[config.mk]
export PLATFORM = sky130hd
export DESIGN_NAME = alarm_ctrl
export DESIGN_NICKNAME = d
export VERILOG_FILES = /design/src/rtl/alarm_pkg.sv /design/src/rtl/time_add_min.sv /design/src/rtl/alarm_ctrl.sv
export SDC_FILE = /design/constraint.sdc
export NUM_CORES = 1
export LEC_CHECK = 0
export ABC_AREA = 0
export CORE_ASPECT_RATIO = 1.2
export CORE_MARGIN = 1.5
export CORE_UTILIZATION = 25
export DETAILED_ROUTE_END_ITERATION = 10
export SKIP_LAST_GASP = 1
export SLEW_MARGIN = 20
export SYNTH_ARGS = -nofsm -noshare
export SYNTH_HDL_FRONTEND = slang
export SYNTH_SLANG_ARGS = --single-unit
[constraint.sdc]
create_clock -name clock -period 2.55 [get_ports clock]
set_input_delay 0.255 -clock clock [delete_from_list [all_inputs] [get_ports clock]]
set_output_delay 0.255 -clock clock [all_outputs]
set_load 0.01 [all_outputs]
[src/rtl/alarm_pkg.sv]
// Shared alarm definitions: FSM state encoding, CPU register addresses and
// wall-clock limits used by the alarm unit and CPU-side address decode.
package alarm_pkg;

    typedef enum logic [1:0] {
        ST_IDLE   = 2'd0,
        ST_RING   = 2'd1,
        ST_SNOOZE = 2'd2
    } alarm_state_e;

    localparam logic [3:0] ADDR_AHOUR = 4'hA;
    localparam logic [3:0] ADDR_AMIN  = 4'hB;
    localparam logic [3:0] ADDR_ACTRL = 4'hC;

    localparam logic [5:0] HOUR_MAX = 6'd23;
    localparam logic [5:0] MIN_MAX  = 6'd59;

endpackage

[src/rtl/time_add_min.sv]
// Combinational hh:mm + ADD_MIN minutes with minute carry into the hour and
// the hour wrapping 23 -> 0. ADD_MIN must be 0..59 and the input time valid.
module time_add_min
    import alarm_pkg::*;
#(
    parameter int unsigned ADD_MIN = 5
) (
    input  logic [5:0] i_hour,
    input  logic [5:0] i_minute,
    output logic [5:0] o_hour,
    output logic [5:0] o_minute
);

    localparam logic [6:0] ADD_C = 7'(ADD_MIN);

    logic [6:0] w_min_sum;
    logic [6:0] w_min_wrap;
    logic [5:0] w_hour_inc;

    // minute sum with at most one carry, then hour wrap at midnight
    always_comb begin
        w_min_sum  = {1'b0, i_minute} + ADD_C;
        w_min_wrap = w_min_sum - 7'd60;
        w_hour_inc = i_hour;
        if (w_min_sum > {1'b0, MIN_MAX}) begin
            o_minute   = w_min_wrap[5:0];
            w_hour_inc = i_hour + 6'd1;
        end else begin
            o_minute   = w_min_sum[5:0];
        end
        if (w_hour_inc > HOUR_MAX) begin
            o_hour = 6'd0;
        end else begin
            o_hour = w_hour_inc;
        end
    end

endmodule

[src/rtl/alarm_ctrl.sv]
// Alarm unit: CPU-programmable alarm time and enable, minute-tick matching
// against the timer, and an IDLE/RING/SNOOZE controller with ring timeout.
module alarm_ctrl
    import alarm_pkg::*;
#(
    parameter int unsigned CLK_FREQ     = 10000000,
    parameter int unsigned RING_SECONDS = 60,
    parameter int unsigned SNOOZE_MIN   = 5,
    parameter logic [3:0]  ADDR_AHOUR   = alarm_pkg::ADDR_AHOUR,
    parameter logic [3:0]  ADDR_AMIN    = alarm_pkg::ADDR_AMIN,
    parameter logic [3:0]  ADDR_ACTRL   = alarm_pkg::ADDR_ACTRL
) (
    input  logic        clock,
    input  logic        rst_n,
    input  logic        w_en_n,
    input  logic [7:0]  t,
    input  logic [15:0] addr,
    input  logic [5:0]  hour,
    input  logic [5:0]  minute,
    input  logic        stop,
    input  logic        snooze,
    output logic        ring,
    output logic [5:0]  alarm_hour,
    output logic [5:0]  alarm_minute,
    output logic        enabled,
    output logic [1:0]  state
);

    localparam logic [31:0] RING_LOAD = 32'(CLK_FREQ * RING_SECONDS - 1);

    logic         r_w_prev;
    logic         r_tick_ok;
    logic [5:0]   r_prev_minute;
    logic [5:0]   r_alarm_hour;
    logic [5:0]   r_alarm_minute;
    logic         r_enabled;
    logic         r_ring;
    alarm_state_e r_state;
    logic [31:0]  r_cnt;
    logic [5:0]   r_snz_hour;
    logic [5:0]   r_snz_minute;

    logic         w_wr;
    logic         w_tick;
    logic         w_match;
    logic         w_snz_hit;
    logic [5:0]   w_tgt_hour;
    logic [5:0]   w_tgt_minute;
    alarm_state_e w_state_nxt;
    logic [31:0]  w_cnt_nxt;
    logic [5:0]   w_snz_hour_nxt;
    logic [5:0]   w_snz_minute_nxt;

    // The first cycle out of reset is masked so a stale prev_minute cannot tick.
    assign w_wr      = ~r_w_prev & w_en_n;
    assign w_tick    = r_tick_ok & (minute != r_prev_minute);
    assign w_match   = w_tick & r_enabled & (hour == r_alarm_hour) & (minute == r_alarm_minute);
    assign w_snz_hit = w_tick & (hour == r_snz_hour) & (minute == r_snz_minute);

    time_add_min #(
        .ADD_MIN  (SNOOZE_MIN)
    ) u_snooze_add (
        .i_hour   (hour),
        .i_minute (minute),
        .o_hour   (w_tgt_hour),
        .o_minute (w_tgt_minute)
    );

    // CPU write strobe, minute history and alarm/enable registers
    always_ff @(posedge clock or negedge rst_n) begin
        if (!rst_n) begin
            r_w_prev       <= 1'b1;
            r_tick_ok      <= 1'b0;
            r_prev_minute  <= 6'd0;
            r_alarm_hour   <= 6'd0;
            r_alarm_minute <= 6'd0;
            r_enabled      <= 1'b0;
        end else begin
            r_w_prev      <= w_en_n;
            r_tick_ok     <= 1'b1;
            r_prev_minute <= minute;
            if (w_wr) begin
                case (addr[3:0])
                    ADDR_AHOUR: begin
                        if (t <= {2'b00, HOUR_MAX}) begin
                            r_alarm_hour <= t[5:0];
                        end
                    end
                    ADDR_AMIN: begin
                        if (t <= {2'b00, MIN_MAX}) begin
                            r_alarm_minute <= t[5:0];
                        end
                    end
                    ADDR_ACTRL: r_enabled <= t[0];
                    default: ;
                endcase
            end
        end
    end

    // next-state, ring counter and snooze target
    always_comb begin
        w_state_nxt      = r_state;
        w_cnt_nxt        = r_cnt;
        w_snz_hour_nxt   = r_snz_hour;
        w_snz_minute_nxt = r_snz_minute;
        case (r_state)
            ST_IDLE: begin
                if (w_match) begin
                    w_state_nxt = ST_RING;
                    w_cnt_nxt   = RING_LOAD;
                end else begin
                    w_state_nxt = ST_IDLE;
                end
            end
            ST_RING: begin
                if (!r_enabled || stop) begin
                    w_state_nxt = ST_IDLE;
                end else if (snooze) begin
                    w_state_nxt      = ST_SNOOZE;
                    w_snz_hour_nxt   = w_tgt_hour;
                    w_snz_minute_nxt = w_tgt_minute;
                end else if (r_cnt == 32'd0) begin
                    w_state_nxt = ST_IDLE;
                end else begin
                    w_cnt_nxt = r_cnt - 32'd1;
                end
            end
            ST_SNOOZE: begin
                if (!r_enabled || stop) begin
                    w_state_nxt = ST_IDLE;
                end else if (w_snz_hit) begin
                    w_state_nxt = ST_RING;
                    w_cnt_nxt   = RING_LOAD;
                end else begin
                    w_state_nxt = ST_SNOOZE;
                end
            end
            default: w_state_nxt = ST_IDLE;
        endcase
    end

    // FSM state, counter, snooze target and registered ring output
    always_ff @(posedge clock or negedge rst_n) begin
        if (!rst_n) begin
            r_state      <= ST_IDLE;
            r_cnt        <= 32'd0;
            r_snz_hour   <= 6'd0;
            r_snz_minute <= 6'd0;
            r_ring       <= 1'b0;
        end else begin
            r_state      <= w_state_nxt;
            r_cnt        <= w_cnt_nxt;
            r_snz_hour   <= w_snz_hour_nxt;
            r_snz_minute <= w_snz_minute_nxt;
            r_ring       <= (w_state_nxt == ST_RING);
        end
    end

    assign ring         = r_ring;
    assign alarm_hour   = r_alarm_hour;
    assign alarm_minute = r_alarm_minute;
    assign enabled      = r_enabled;
    assign state        = r_state;

endmodule

After elaboration in Yosys (flattened, before gate mapping)
Cells that the tools add are included.

Memory bits (writable): 0. Bits in registers: 68. Latch bits: 0. Memories kept: 0. Memory bits (read-only): 0.

$add $sub $neg: 4. Reduce and logical (&&, ||, !) cells: 10. Bitwise operators: 9. Multiplexer cells: 17. Div/mod/pow operators: 0. Equal/unequal tests: 17. Multiply operators: 0. Magnitude comparators: 4. Shift-type cells: 0.

Operator list (count): 32-bit 2-to-1 mux (6); 32-bit one-hot mux with 3 select lines (1); 32-bit logical NOT (1); 32-bit by 1-bit subtractor with 32-bit output, second input constant (1); 6-bit == test (4); 6-bit 2-to-1 mux (3); 4-bit == test, second input constant (3); 2-bit inequality test, second input constant (6); 2-bit 2-to-1 mux (5); 3-bit AND reduction (3); 8-bit by 5-bit <= comparator with 1-bit output, second input constant (1); 8-bit by 6-bit <= comparator with 1-bit output, second input constant (1); 6-bit by 3-bit adder with 7-bit output, second input constant (1); 1-bit bitwise AND (7); 7-bit by 6-bit > comparator with 1-bit output, second input constant (1); 7-bit AND reduction (1); 6-bit by 1-bit adder with 6-bit output, second input constant (1); 6-bit by 5-bit > comparator with 1-bit output, second input constant (1); 6-bit inequality test (1); 2-bit one-hot mux with 3 select lines (1); 6-bit subtractor, second input constant (1); 2-bit by 1-bit == test with 1-bit output, second input constant (2); 3-bit nonzero test (1); 2-bit == test, second input constant (1); other kinds (6) (7).

Longest topological paths before layout
Word-level depth: 8. Depth in mapped cells: 11.

Cells and area by module
A second synthesis with hierarchy kept.

Cell total of the unflattened synthesis: 397. Area total of the unflattened synthesis: 3997.6 um^2.

By module, submodules not included: alarm_ctrl (instances 1, area each 3454.6 um^2, cells an instance 332); time_add_min (instances 1, area each 543.0 um^2, cells an instance 65).

Worst setup path after synthesis
No wires, ideal clock.

Kind: flip-flop to flip-flop. From: register r_cnt[0]. To: register r_cnt[3]. Cell stages (with the launch flop): 10. Required time: 2.402 ns. Data arrival time: 2.213 ns. Setup time: 0.148 ns. Path slack: 0.189 ns. Path through: dfrtp_1 -> inv_1 -> ha_1 -> or4b_1 -> nor4_2 -> a41oi_4 -> or2_1 -> buf_6 -> a21oi_1 -> a41oi_2.

Cells in the longest elaborated chain, start to end: 5.

RTL lines: from (decl) (line alarm_ctrl.sv:39) `logic [31:0] r_cnt;`; from (signal assigned) (line alarm_ctrl.sv:153) `r_cnt <= w_cnt_nxt;`; 32-bit by 1-bit subtractor with 32-bit output (line alarm_ctrl.sv:126) `w_cnt_nxt = r_cnt - 32'd1;`; 32-bit 2-to-1 mux (line alarm_ctrl.sv:123) `end else if (r_cnt == 32'd0) begin`; 32-bit 2-to-1 mux (line alarm_ctrl.sv:119) `end else if (snooze) begin`; 32-bit 2-to-1 mux (line alarm_ctrl.sv:117) `if (!r_enabled || stop) begin`; 32-bit one-hot mux with 3 select lines (line alarm_ctrl.sv:107) `case (r_state)`.

Parallel ways exist; a longest one is shown, timed or not. The select of a mux whose other input is x is not followed. A chain may end at the register's enable or synchronous reset.

Worst setup path after layout
Ends and elaborated chain as after synthesis.

==> results.ini <==
[setup_path]
startpoint_type = flip-flop
cp_data_required_time_ns = 2.74
cp-startpoint = r_cnt[0]$_DFFE_PN0P_
reg2reg_depth = 10
crit_end = r_cnt[3]$_DFFE_PN0P_
crit_chain = inv_1 > ha_1 > or4b_1 > nor4_2 > buf_4 > a41oi_4 > buf_4 > or2_4 > a21oi_1 > a41oi_2
crit_type = reg -> reg
endpoint_kind = flip-flop
cp_common_cell = buf_4
slowest_delay_ns = 0.45
rr_endpoint = r_cnt[3]$_DFFE_PN0P_
regToRegStartpoint = r_cnt[0]$_DFFE_PN0P_
crit_arrival_ns = 2.54
cpMaxStageDelayCell = or4b_1
crit_fanout = 9
rrSetupSlack_ns = 0.20

[status]
violations = hold timing
outcome = complete, but fails checks

[floorplan]
dieArea_mm2 = 0.0166
rows = 50
die_h_um = 141
initial_core_util_pct = 25.5
coreArea_mm2 = 0.0155
io_pins = 57
die_x_um = 118

[sta]
tns_ns = 0
slew_headroom_pct = 52.1
worstMarginPinSlew_ns = 0.718
min_period_ns = 2.35
whs_ns = -0.0148
slew_viol_final = 0
setup_viol = 0
rsz0062_at_grt = no
fin_ws_ns = 0.205
period_share_pct = 92.0
timing.fmax_mhz = 426
final.setup_skew_ns = 0.00335
hold_viol_final = 30

[final_layout]
drive_gt1_share_pct = 21.1
postLayoutCoreUtil_pct = 33.8
design_area_mm2 = 0.00524
areaGrowthSynthToFinish_pct = 32.6
nNetsFinal = 514
n_antenna_cell = 0
stdcell_count = 678

[power_and_ir_drop]
intPower_mw = 2.10
clkPwrFrac_pct = 47.0
p_sw_uw = 605
vdd_drop_max_mv = 0.313
combPwrFrac_pct = 11.4
power_mw = 2.70
p_sw_share_pct = 22.4
p_leak_nw = 2.30
power_density_mw_per_mm2 = 516
power_frac_seq_pct = 41.6

[synthesis]
synth_common_cells = 67 x dfrtp_1, 50 x xnor2_1, 29 x nor2_1
syn_area_per_cell_um2 = 10.3
syn-cell-area_mm2 = 0.00395
yosysMostFrequentCell = dfrtp_1
synth-edff-count = 0
ys_seq_area_share_pct = 43.1
synth_top_area_share_pct = 42.4
synthArstFlopShare_pct = 100
synth-seq-cells = 68
yosys.cell_types.count = 62
synthCells = 385
synth_area_leaders = dfrtp_1 42%, xnor2_1 11%, mux2_2 3.4%
synth_warnings = 0
syn_nets = 433
yosys_most_used_dff = dfrtp_1
synth_top_area_cell = dfrtp_1

[hold_path]
hp-class = in -> async

[clock_network]
clkLatencyLatePin_ns = 0.33
clk_path_buf_depth = 2
cts_tree = yes
htree_levels = 3
post_cts.repair.setup_buffers = 0
cts_buffers = 9
clk_pin_slew_worst_paths_ns = 0.05
cts-root-buf = clkbuf_16
cts_sinks = 68

[detailed_routing]
drc_errors = 0
drt_iter0_drc = 102
ant_nets = 0
vias = 3093
via_per_inst = 4.56
wl_per_cell_um = 14.0
wirelength_um = 9510
dr.pass1.iters = 5

[global_route]
grt_max_degree = 33
gr-total-overflow = 0
grt_pass1_vias = 3315
grt_pass1_wl_um = 16400
grt_usage_pct = 12.3
antenna_found_initial = 0

[placement]
dp_cells = 663
dpl_cell_area_mm2 = 0.00493
pre_cts_slack_ns = -0.125
place_congestion = 0.784
io_buffer_count = 44
hpwl_um = 7190

[flow_run]
drv_cap = 0

==> timing repair <==
| action | in CTS | in global routing |
|---|---|---|
| resized for setup | 0 | 1 |
| endpoints found under the hold margin | 0 | 0 |
| endpoints found under the setup margin | 0 | 2 |
| hold buffers | 0 | 0 |
==> cell usage in the layout (no fill, tap or decap), types with 4 or more instances in the layout <==
cell type,netlist,layout
xor2_1,9,9
mux2_2,12,12
dfrtp_1,67,67
nand2_1,22,22
clkdlybuf4s50_1,0,43
nor3_1,15,15
nor3_2,4,4
a21o_1,4,4
nand2b_1,13,13
nor4_1,4,4
clkbuf_16,0,9
a31oi_1,4,4
o21ai_0,15,15
nand3_1,10,10
buf_4,0,42
or3_1,7,7
nor2b_1,6,6
nand4_1,7,7
inv_1,5,5
ha_1,7,7
nor4_2,8,8
nor2_1,29,29
a21oi_1,16,16
xnor2_1,50,50
==> state kept, by name, summed over array words and instances, names as in the netlist <==
| signal | flops |
|---|---|
| state | 2 |
| r_cnt | 32 |
| r_snz_hour | 6 |
| r_tick_ok | 1 |
| r_prev_minute | 6 |
| alarm_hour | 6 |
| ring | 1 |
| r_w_prev | 1 |
| r_snz_minute | 6 |
| alarm_minute | 6 |
| enabled | 1 |
==> routing by layer <==
metal	share of wire, %	track usage (%)
met2	53	22.6
met5	0	0
met3	3.0	2.43
met4	1.8	5.33
met1	42	13.8
==> power groups by stage <==
| stage | Clock, mW | Combinational (mW) | Sequential, mW |
|---|---|---|---|
| 5_1_grt | 1.35 | 0.342 | 1.13 |
| 6_report | 1.27 | 0.309 | 1.13 |
| 4_1_cts | 1.30 | 0.315 | 1.13 |
| 2_1_floorplan | 0 | 0.133 | 1.14 |
| 3_3_place_gp | 0 | 0.307 | 1.14 |
| 3_5_place_dp | 0 | 0.313 | 1.15 |
==> how the worst min path moves through the flow <==
stage / cells after the start / start / end
after floorplan: 0 / rst_n / alarm_hour[0]$_DFFE_PN0P_
after global placement: 1 / rst_n / r_cnt[20]$_DFFE_PN0P_
after detailed placement: 1 / rst_n / r_prev_minute[3]$_DFF_PN0_
after CTS: 1 / rst_n / r_prev_minute[3]$_DFF_PN0_
after global routing: 1 / rst_n / r_cnt[7]$_DFFE_PN0P_
final: 1 / rst_n / ring$_DFF_PN0_
==> cell type report <==
class                   instances  area, um^2
clock buffers                  14         274
clock inverters                 1        30.0
fillers                      1623       10300
inverters                       5        18.8
multi-input cells             293        2140
flip-flops and latches         68        1700
well taps                     208         260
repair buffers                 89         811
==> critical path: cells and delay by family (launching register included) <==
family | cells | cell delay, ns
flops | 1 | 0.39
compound gates | 3 | 0.35
simple gates | 3 | 0.89
buf+inv | 3 | 0.44
fa+ha+maj | 1 | 0.14
==> cells by family (layout without fill, tap and decap cells) <==
family / Yosys count / count (layout) / share of synthesized area [%]
other: 1 / 1 / 0.0949
xor gates and xnor gates: 59 / 59 / 13.1
muxes: 14 / 14 / 3.93
and+or+nand+nor: 155 / 155 / 25.1
DFF: 68 / 68 / 43.1
AOI/OAI and AO/OA: 57 / 57 / 9.69
buffers and inverters: 24 / 109 / 2.79
adders and majority gates: 7 / 7 / 2.22
No activity file was read; power rests on OpenSTA's default activity.
